<file path="src/rtl/reg_write_scoreboard_pkg.sv">
// Shared definitions for the register-write scoreboard: forward-select
// encodings, the in-flight slot record and small slot helpers.
package reg_write_scoreboard_pkg;

   localparam int unsigned SB_REG_AW = 5;
   localparam int unsigned SB_NREG   = 32;

   // Forward-select encodings seen by the ID-stage operand muxes.
   // 2'b11 is reserved and never produced.
   localparam logic [1:0] FWD_RF    = 2'b00;
   localparam logic [1:0] FWD_EXMEM = 2'b01;
   localparam logic [1:0] FWD_MEMWB = 2'b10;

   // One in-flight register write: valid, destination, produced-by-load.
   typedef struct packed {
      logic                 v;
      logic [SB_REG_AW-1:0] rnum;
      logic                 ld;
   } slot_t;

   localparam slot_t SLOT_EMPTY = slot_t'({(SB_REG_AW + 2){1'b0}});

   // True when the slot holds a live write to register r.
   function automatic logic slot_hit(input slot_t s, input logic [SB_REG_AW-1:0] r);
      return s.v && (s.rnum == r);
   endfunction

   // Number of live slots among EX, MEM, WB (0..3 fits in two bits).
   function automatic logic [1:0] count_valid(input slot_t s_ex, input slot_t s_mem,
                                              input slot_t s_wb);
      return {1'b0, s_ex.v} + {1'b0, s_mem.v} + {1'b0, s_wb.v};
   endfunction

endpackage

</file>
<file path="src/rtl/reg_write_scoreboard_sb_query_port.sv">
// One operand query against the three in-flight slots. Produces the
// forward select and stall request for a single ID-stage source register.
module sb_query_port
   import reg_write_scoreboard_pkg::*;
(
   input  slot_t                ex_slot_i,
   input  slot_t                mem_slot_i,
   input  slot_t                wb_slot_i,
   input  logic                 q_use_id_i,
   input  logic [SB_REG_AW-1:0] q_reg_i,
   output logic [1:0]           fwd_o,
   output logic                 stall_o
);

   logic       hit_ex_s;
   logic       hit_mem_s;
   logic       hit_wb_s;
   logic [1:0] fwd_s;
   logic       stall_s;

   assign hit_ex_s  = slot_hit(ex_slot_i,  q_reg_i);
   assign hit_mem_s = slot_hit(mem_slot_i, q_reg_i);
   assign hit_wb_s  = slot_hit(wb_slot_i,  q_reg_i);

   // Youngest matching slot decides; $0 never forwards or stalls, and a
   // stalled operand always reports the regfile select.
   always_comb begin
      fwd_s   = FWD_RF;
      stall_s = 1'b0;
      if (q_reg_i == {SB_REG_AW{1'b0}}) begin
         fwd_s   = FWD_RF;
         stall_s = 1'b0;
      end else if (q_use_id_i) begin
         // Operand is needed in ID: EX result is not ready yet, and a load
         // in MEM has not returned its data.
         if (hit_ex_s) begin
            stall_s = 1'b1;
         end else if (hit_mem_s) begin
            if (mem_slot_i.ld) begin
               stall_s = 1'b1;
            end else begin
               fwd_s = FWD_EXMEM;
            end
         end else if (hit_wb_s) begin
            fwd_s = FWD_MEMWB;
         end else begin
            fwd_s = FWD_RF;
         end
      end else begin
         // Operand is consumed in EX: only the load-use case stalls here;
         // EX-stage forwarding is decided by the EX forwarding unit.
         if (hit_ex_s && ex_slot_i.ld) begin
            stall_s = 1'b1;
         end else begin
            stall_s = 1'b0;
         end
         fwd_s = FWD_RF;
      end
   end

   assign fwd_o   = fwd_s;
   assign stall_o = stall_s;

endmodule

</file>
<file path="src/rtl/reg_write_scoreboard.sv">
// Producer side of the ID-stage hazard/forwarding interface. Tracks every
// register write from the moment it leaves ID until it retires at WB and
// answers rs/rt queries with forward selects and a stall request.
module reg_write_scoreboard
   import reg_write_scoreboard_pkg::*;
#(
   parameter int unsigned REG_AW = SB_REG_AW,
   parameter int unsigned NREG   = SB_NREG
) (
   input  logic              clk,
   input  logic              rst,
   input  logic              mem_stall,
   input  logic              id_issue,
   input  logic              id_wr_en,
   input  logic [REG_AW-1:0] id_wr_reg,
   input  logic              id_is_load,
   input  logic              q_use_id,
   input  logic [REG_AW-1:0] q_rs,
   input  logic [REG_AW-1:0] q_rt,
   output logic [1:0]        fwd_a,
   output logic [1:0]        fwd_b,
   output logic              hazard_stall,
   output logic [NREG-1:0]   busy_vec,
   output logic [1:0]        inflight_cnt
);

   slot_t           ex_q,  ex_d;
   slot_t           mem_q, mem_d;
   slot_t           wb_q,  wb_d;
   logic [NREG-1:0] busy_q, busy_d;
   logic [1:0]      cnt_q, cnt_d;

   logic            stall_a_s;
   logic            stall_b_s;
   logic            issue_ok_s;
   slot_t           new_ex_s;

   // Operand A (rs) query.
   sb_query_port u_query_rs (
      .ex_slot_i  (ex_q),
      .mem_slot_i (mem_q),
      .wb_slot_i  (wb_q),
      .q_use_id_i (q_use_id),
      .q_reg_i    (q_rs),
      .fwd_o      (fwd_a),
      .stall_o    (stall_a_s)
   );

   // Operand B (rt) query.
   sb_query_port u_query_rt (
      .ex_slot_i  (ex_q),
      .mem_slot_i (mem_q),
      .wb_slot_i  (wb_q),
      .q_use_id_i (q_use_id),
      .q_reg_i    (q_rt),
      .fwd_o      (fwd_b),
      .stall_o    (stall_b_s)
   );

   assign hazard_stall = stall_a_s | stall_b_s;

   // A write enters EX only when the instruction really advances and names
   // a register other than $0; a stalled ID becomes a bubble instead.
   assign issue_ok_s = id_issue & id_wr_en & (id_wr_reg != {REG_AW{1'b0}}) & ~hazard_stall;

   assign new_ex_s.v    = 1'b1;
   assign new_ex_s.rnum = id_wr_reg;
   assign new_ex_s.ld   = id_is_load;

   // Next-state slot shift: freeze everything on a memory stall, otherwise
   // advance one stage and load EX with the new write or a bubble.
   always_comb begin
      ex_d  = ex_q;
      mem_d = mem_q;
      wb_d  = wb_q;
      if (mem_stall) begin
         ex_d  = ex_q;
         mem_d = mem_q;
         wb_d  = wb_q;
      end else begin
         wb_d  = mem_q;
         mem_d = ex_q;
         if (issue_ok_s) begin
            ex_d = new_ex_s;
         end else begin
            ex_d = SLOT_EMPTY;
         end
      end
   end

   // Busy map and live-slot count follow the next-state slots so they
   // change on the same edge as the slots; a register named twice stays
   // busy until its last slot retires.
   always_comb begin
      busy_d = {NREG{1'b0}};
      if (ex_d.v) begin
         busy_d[ex_d.rnum] = 1'b1;
      end else begin
         busy_d = busy_d;
      end
      if (mem_d.v) begin
         busy_d[mem_d.rnum] = 1'b1;
      end else begin
         busy_d = busy_d;
      end
      if (wb_d.v) begin
         busy_d[wb_d.rnum] = 1'b1;
      end else begin
         busy_d = busy_d;
      end
      cnt_d = count_valid(ex_d, mem_d, wb_d);
   end

   // State registers with synchronous reset.
   always_ff @(posedge clk) begin
      if (rst) begin
         ex_q   <= SLOT_EMPTY;
         mem_q  <= SLOT_EMPTY;
         wb_q   <= SLOT_EMPTY;
         busy_q <= {NREG{1'b0}};
         cnt_q  <= 2'd0;
      end else begin
         ex_q   <= ex_d;
         mem_q  <= mem_d;
         wb_q   <= wb_d;
         busy_q <= busy_d;
         cnt_q  <= cnt_d;
      end
   end

   assign busy_vec     = busy_q;
   assign inflight_cnt = cnt_q;

endmodule
</file>
<file path="config.mk">
export PLATFORM = sky130hd
export DESIGN_NAME = reg_write_scoreboard
export DESIGN_NICKNAME = d
export VERILOG_FILES = /design/src/rtl/reg_write_scoreboard_pkg.sv /design/src/rtl/reg_write_scoreboard_sb_query_port.sv /design/src/rtl/reg_write_scoreboard.sv
export SDC_FILE = /design/constraint.sdc
export NUM_CORES = 1
export LEC_CHECK = 0
export ABC_AREA = 1
export CAP_MARGIN = 20
export CORE_ASPECT_RATIO = 0.75
export CORE_MARGIN = 5
export CORE_UTILIZATION = 63
export DETAILED_ROUTE_END_ITERATION = 10
export DONT_BUFFER_PORTS = 1
export GPL_ROUTABILITY_DRIVEN = 0
export GPL_TIMING_DRIVEN = 0
export PLACE_DENSITY = 0.86
export SLEW_MARGIN = 20
export SYNTH_ARGS = -nofsm -noshare
export SYNTH_HDL_FRONTEND = slang
export SYNTH_SLANG_ARGS = --single-unit
export TNS_END_PERCENT = 30
</file>
<file path="constraint.sdc">
create_clock -name clk -period 2.7 [get_ports clk]
set_input_delay 0.54 -clock clk [delete_from_list [all_inputs] [get_ports clk]]
set_output_delay 0.54 -clock clk [all_outputs]
set_load 0.05 [all_outputs]
</file>
==> reports/summary.md <==
- **maximum number of pins on one net before global-route repair** 17
- **register area share after synthesis** 34.3%
- **TritonCTS clock tree** yes
- **Inserted Diodes** 0
- **area delta synth->final** 6.83%
- **routed wire length** 8.77 mm
- **Final Hold Vio Count** 0
- **total number of clock tree sinks** 54
- **Mapped Nets** 499
- **die width** 91.6 um
- **count of maximum capacitance violations** 0
- **combinational power share** 14.0%
- **type of the setup path with the least slack** register to output port
- **number of different library cells in the post-synthesis netlist** 39
- **WP data arrival** 1.97 ns
- **kind of start point of the critical path** register
- **VDD IR-drop max** 0.286 mV
- **number of H-tree branching levels** 2
- **slew at the pin with the worst max-slew slack** 0.892 ns
- **number of DRC violations after detailed routing** 1
- **final-layout fill cell count** 411
- **cell count after synthesis** 476
- **1st-iter DRT viols** 549
- **Int Pwr** 0.00115 W
- **vias** 3,350
- **first-pass GRT wire length** 14.1 mm
- **Worst Path Max Fanout** 5
- **number of gates resized after cts** 0
- **port buffer count** 0
- **Synthesis Warnings** 0
- **post-synthesis cell area** 0.00315 mm2
- **Main synth FF type** dfxtp_1
- **violated checks** DRC
- **CP Data Required Time** 2.16 ns
- **vertical die dimension** 71.2 um
- **post-route minimum period** 2.51 ns
- **met1 track demand over resource** 38.9%
- **insertion delay to the later sink of the worst-skew pair** 0.30 ns
- **sort of element at the end of the critical path** output port
- **core area** 0.00487 mm2
- **standard-cell row count** 22
- **highest clock frequency the design can meet** 0.399 GHz
- **share of layout cells above drive strength 1** 13.2%
- **met2 Track Usage GR** 40.5%
- **largest cells by area after synthesis** dfxtp_1, nor2_1, nand2_1
- **Layout Nets** 508
- **post-CTS setup buffers** 0
- **Avg Vias per Cell** 6.15
- **library cell with the largest summed area after synthesis** dfxtp_1
- **PnR worst setup slack** 0.194 ns
- **Total Power** 0.00157 W
- **portion of total power attributed to sequential cells** 53.1%
- **static leakage** 1.36 nW
- **number of optimization iterations in the first detailed-route pass** 10
- **Max transition margin** 40.3%
- **Die ar.** 0.00653 mm2
- **Yosys top cell area share** 34.3%
- **cell area power density** 468 mW/mm2
- **Setup Skew** 0.00812 ns
- **setup repair after global routing missed its margin** no
- **ratio of final minimum period to clock period** 92.8%
- **master cell of the clock root buffer** clkbuf_8
- **footprint of the multi-input gates** 0.00179 mm2
- **Most Used Layer, Global Route** met2
- **number of slew-limit violations in the final report** 0
- **cts hold-fix bufs** 0
- **clock slew at the register clock pins of the worst setup and hold paths** 0.09 ns
- **residual antenna-violating net count after detailed routing** 0
- **starting density of the core** 64.6%
- **P_sw** 0.000428 W
- **post-synthesis register bit count** 54
- **Worst Setup Slack post-DPL** 0.402 ns
- **worst hold-check slack** 0.400 ns
- **number of I/O pins** 61
- **total congestion overflow** 0
- **post-synthesis average cell area** 6.62 um2
- **outcome** finished, violations left
- **WL/cell** 16.1 um
- **number of flops mapped to enable cells by yosys** 0
- **setup TNS** 0 ns
- **Sequential cell area** 0.00108 mm2
- **detailed placer's ending HPWL** 6.81 mm
- **via count of the first global-routing pass** 2,885
- **proportion of register bits with asynchronous set or reset after synthesis** 0%
- **maximum count of clock buffers along a single path** 2
- **number of failing setup endpoints in the final timing report** 0
- **worst min path class** input port to register
- **number of clock buffers inserted by TritonCTS** 5
- **share of total power in the clock network** 32.9%
- **Net Sw Frac** 27.2%
- **global router's overall resource usage** 26.9%
- **number of antenna violations at the first check in global routing** 0
- **met3 Track Usage GR** 7.45%
## worst max-delay path: stages, from the launching register on
cell and delay, ns:
dfxtp_1 0.46, inv_1 0.09, nand2_1 0.06, nand2_1 0.05
nand2_1 0.10, nor2_2 0.05, nand2_1 0.08, nand4_1 0.09
nor2_1 0.69
## layout make-up
class                      instances  area share, %
multi-input combinational        345           53.3
clock buffer                       5           2.05
tap                               60           2.23
buffer                             9           1.08
clock inverter                     2           1.15
sequential                        54           32.1
timing repair buffer               2          0.446
inverter                          68           7.59
## registers in the layout, summed over array words and instances, names as in the netlist
register and count:
mem_q 7, busy_vec 32, ex_q 7, wb_q 6
inflight_cnt 2
## power groups by stage
stage	sequential [W]	clock, W	combinational (W)
finish	0.000836	0.000518	0.000220
global route	0.000838	0.000561	0.000241
CTS	0.000835	0.000522	0.000211
detailed placement	0.000854	0	0.000209
global placement	0.000854	0	0.000201
floorplan	0.000849	0	0.000165
## cell families (layout without fill, tap and decap cells)
family | count (synthesis) | after routing | share of synthesized area [%]
AOI/OAI and AO/OA | 79 | 79 | 17.1
xor gates and xnor gates | 8 | 8 | 2.22
adders and majority gates | 1 | 1 | 0.636
buffers and inverters | 77 | 86 | 9.26
DFF | 54 | 54 | 34.3
and+or+nand+nor | 257 | 257 | 36.5
## per-stage QoR
step	cells	util, %	instance area (um2)
after floorplan	476	-	3160
after global placement	536	66.3	3230
after detailed placement	538	66.8	3260
after CTS	545	69.1	3360
after global routing	545	69.1	3360
final	545	69.1	3360
## per-layer routing
layer	vias to the layer above	share of wire, %
met2	280	41
met4	0	1.7
met1	1476	42
met5	-	0
met3	43	15
li1	1551	-
## worst paths after layout
check | from | endpoint | slack, ns | cells after the start
setup / recovery | ex_q[5]$_SDFF_PP0_ | fwd_b[0] | 0.19 | 8
hold / removal | id_is_load | ex_q[0]$_SDFFE_PP0N_ | 0.40 | 2
setup reg to reg | ex_q[5]$_SDFF_PP0_ | inflight_cnt[0]$_SDFF_PP0_ | 0.47 | 13
hold reg to reg | ex_q[0]$_SDFFE_PP0N_ | ex_q[0]$_SDFFE_PP0N_ | 0.49 | 2
## cells in the final DEF, fill, tap and decap left out, types with 4 or more instances in the layout
master | Yosys | layout
nor2_1 | 106 | 106
nand2_1 | 89 | 89
inv_1 | 57 | 57
dfxtp_1 | 54 | 54
nand3_1 | 18 | 18
a21oi_1 | 16 | 16
a22oi_1 | 16 | 16
o22ai_1 | 14 | 14
o21ai_0 | 12 | 12
inv_2 | 11 | 11
nor2_2 | 7 | 7
clkbuf_1 | 7 | 7
nand2_2 | 6 | 6
nand4_1 | 6 | 6
a21oi_2 | 6 | 6
or2_2 | 5 | 5
xnor2_1 | 5 | 5
clkbuf_8 | 0 | 5
nor3_1 | 5 | 4
nand3_2 | 4 | 4
nor2_4 | 4 | 4
## Yosys cell counts (4+ instances only)
cell / instances
nand3_1: 18
nand2_1: 89
a21oi_2: 6
a22oi_1: 16
xnor2_1: 5
clkbuf_1: 7
o22ai_1: 14
nand4_1: 6
nor3_1: 5
o21ai_0: 12
inv_2: 11
a21oi_1: 16
nor2_2: 7
nor2_4: 4
nor2_1: 106
or2_2: 5
dfxtp_1: 54
inv_1: 57
nand2_2: 6
nand3_2: 4
Note: power is estimated with default switching activity, not from simulation.
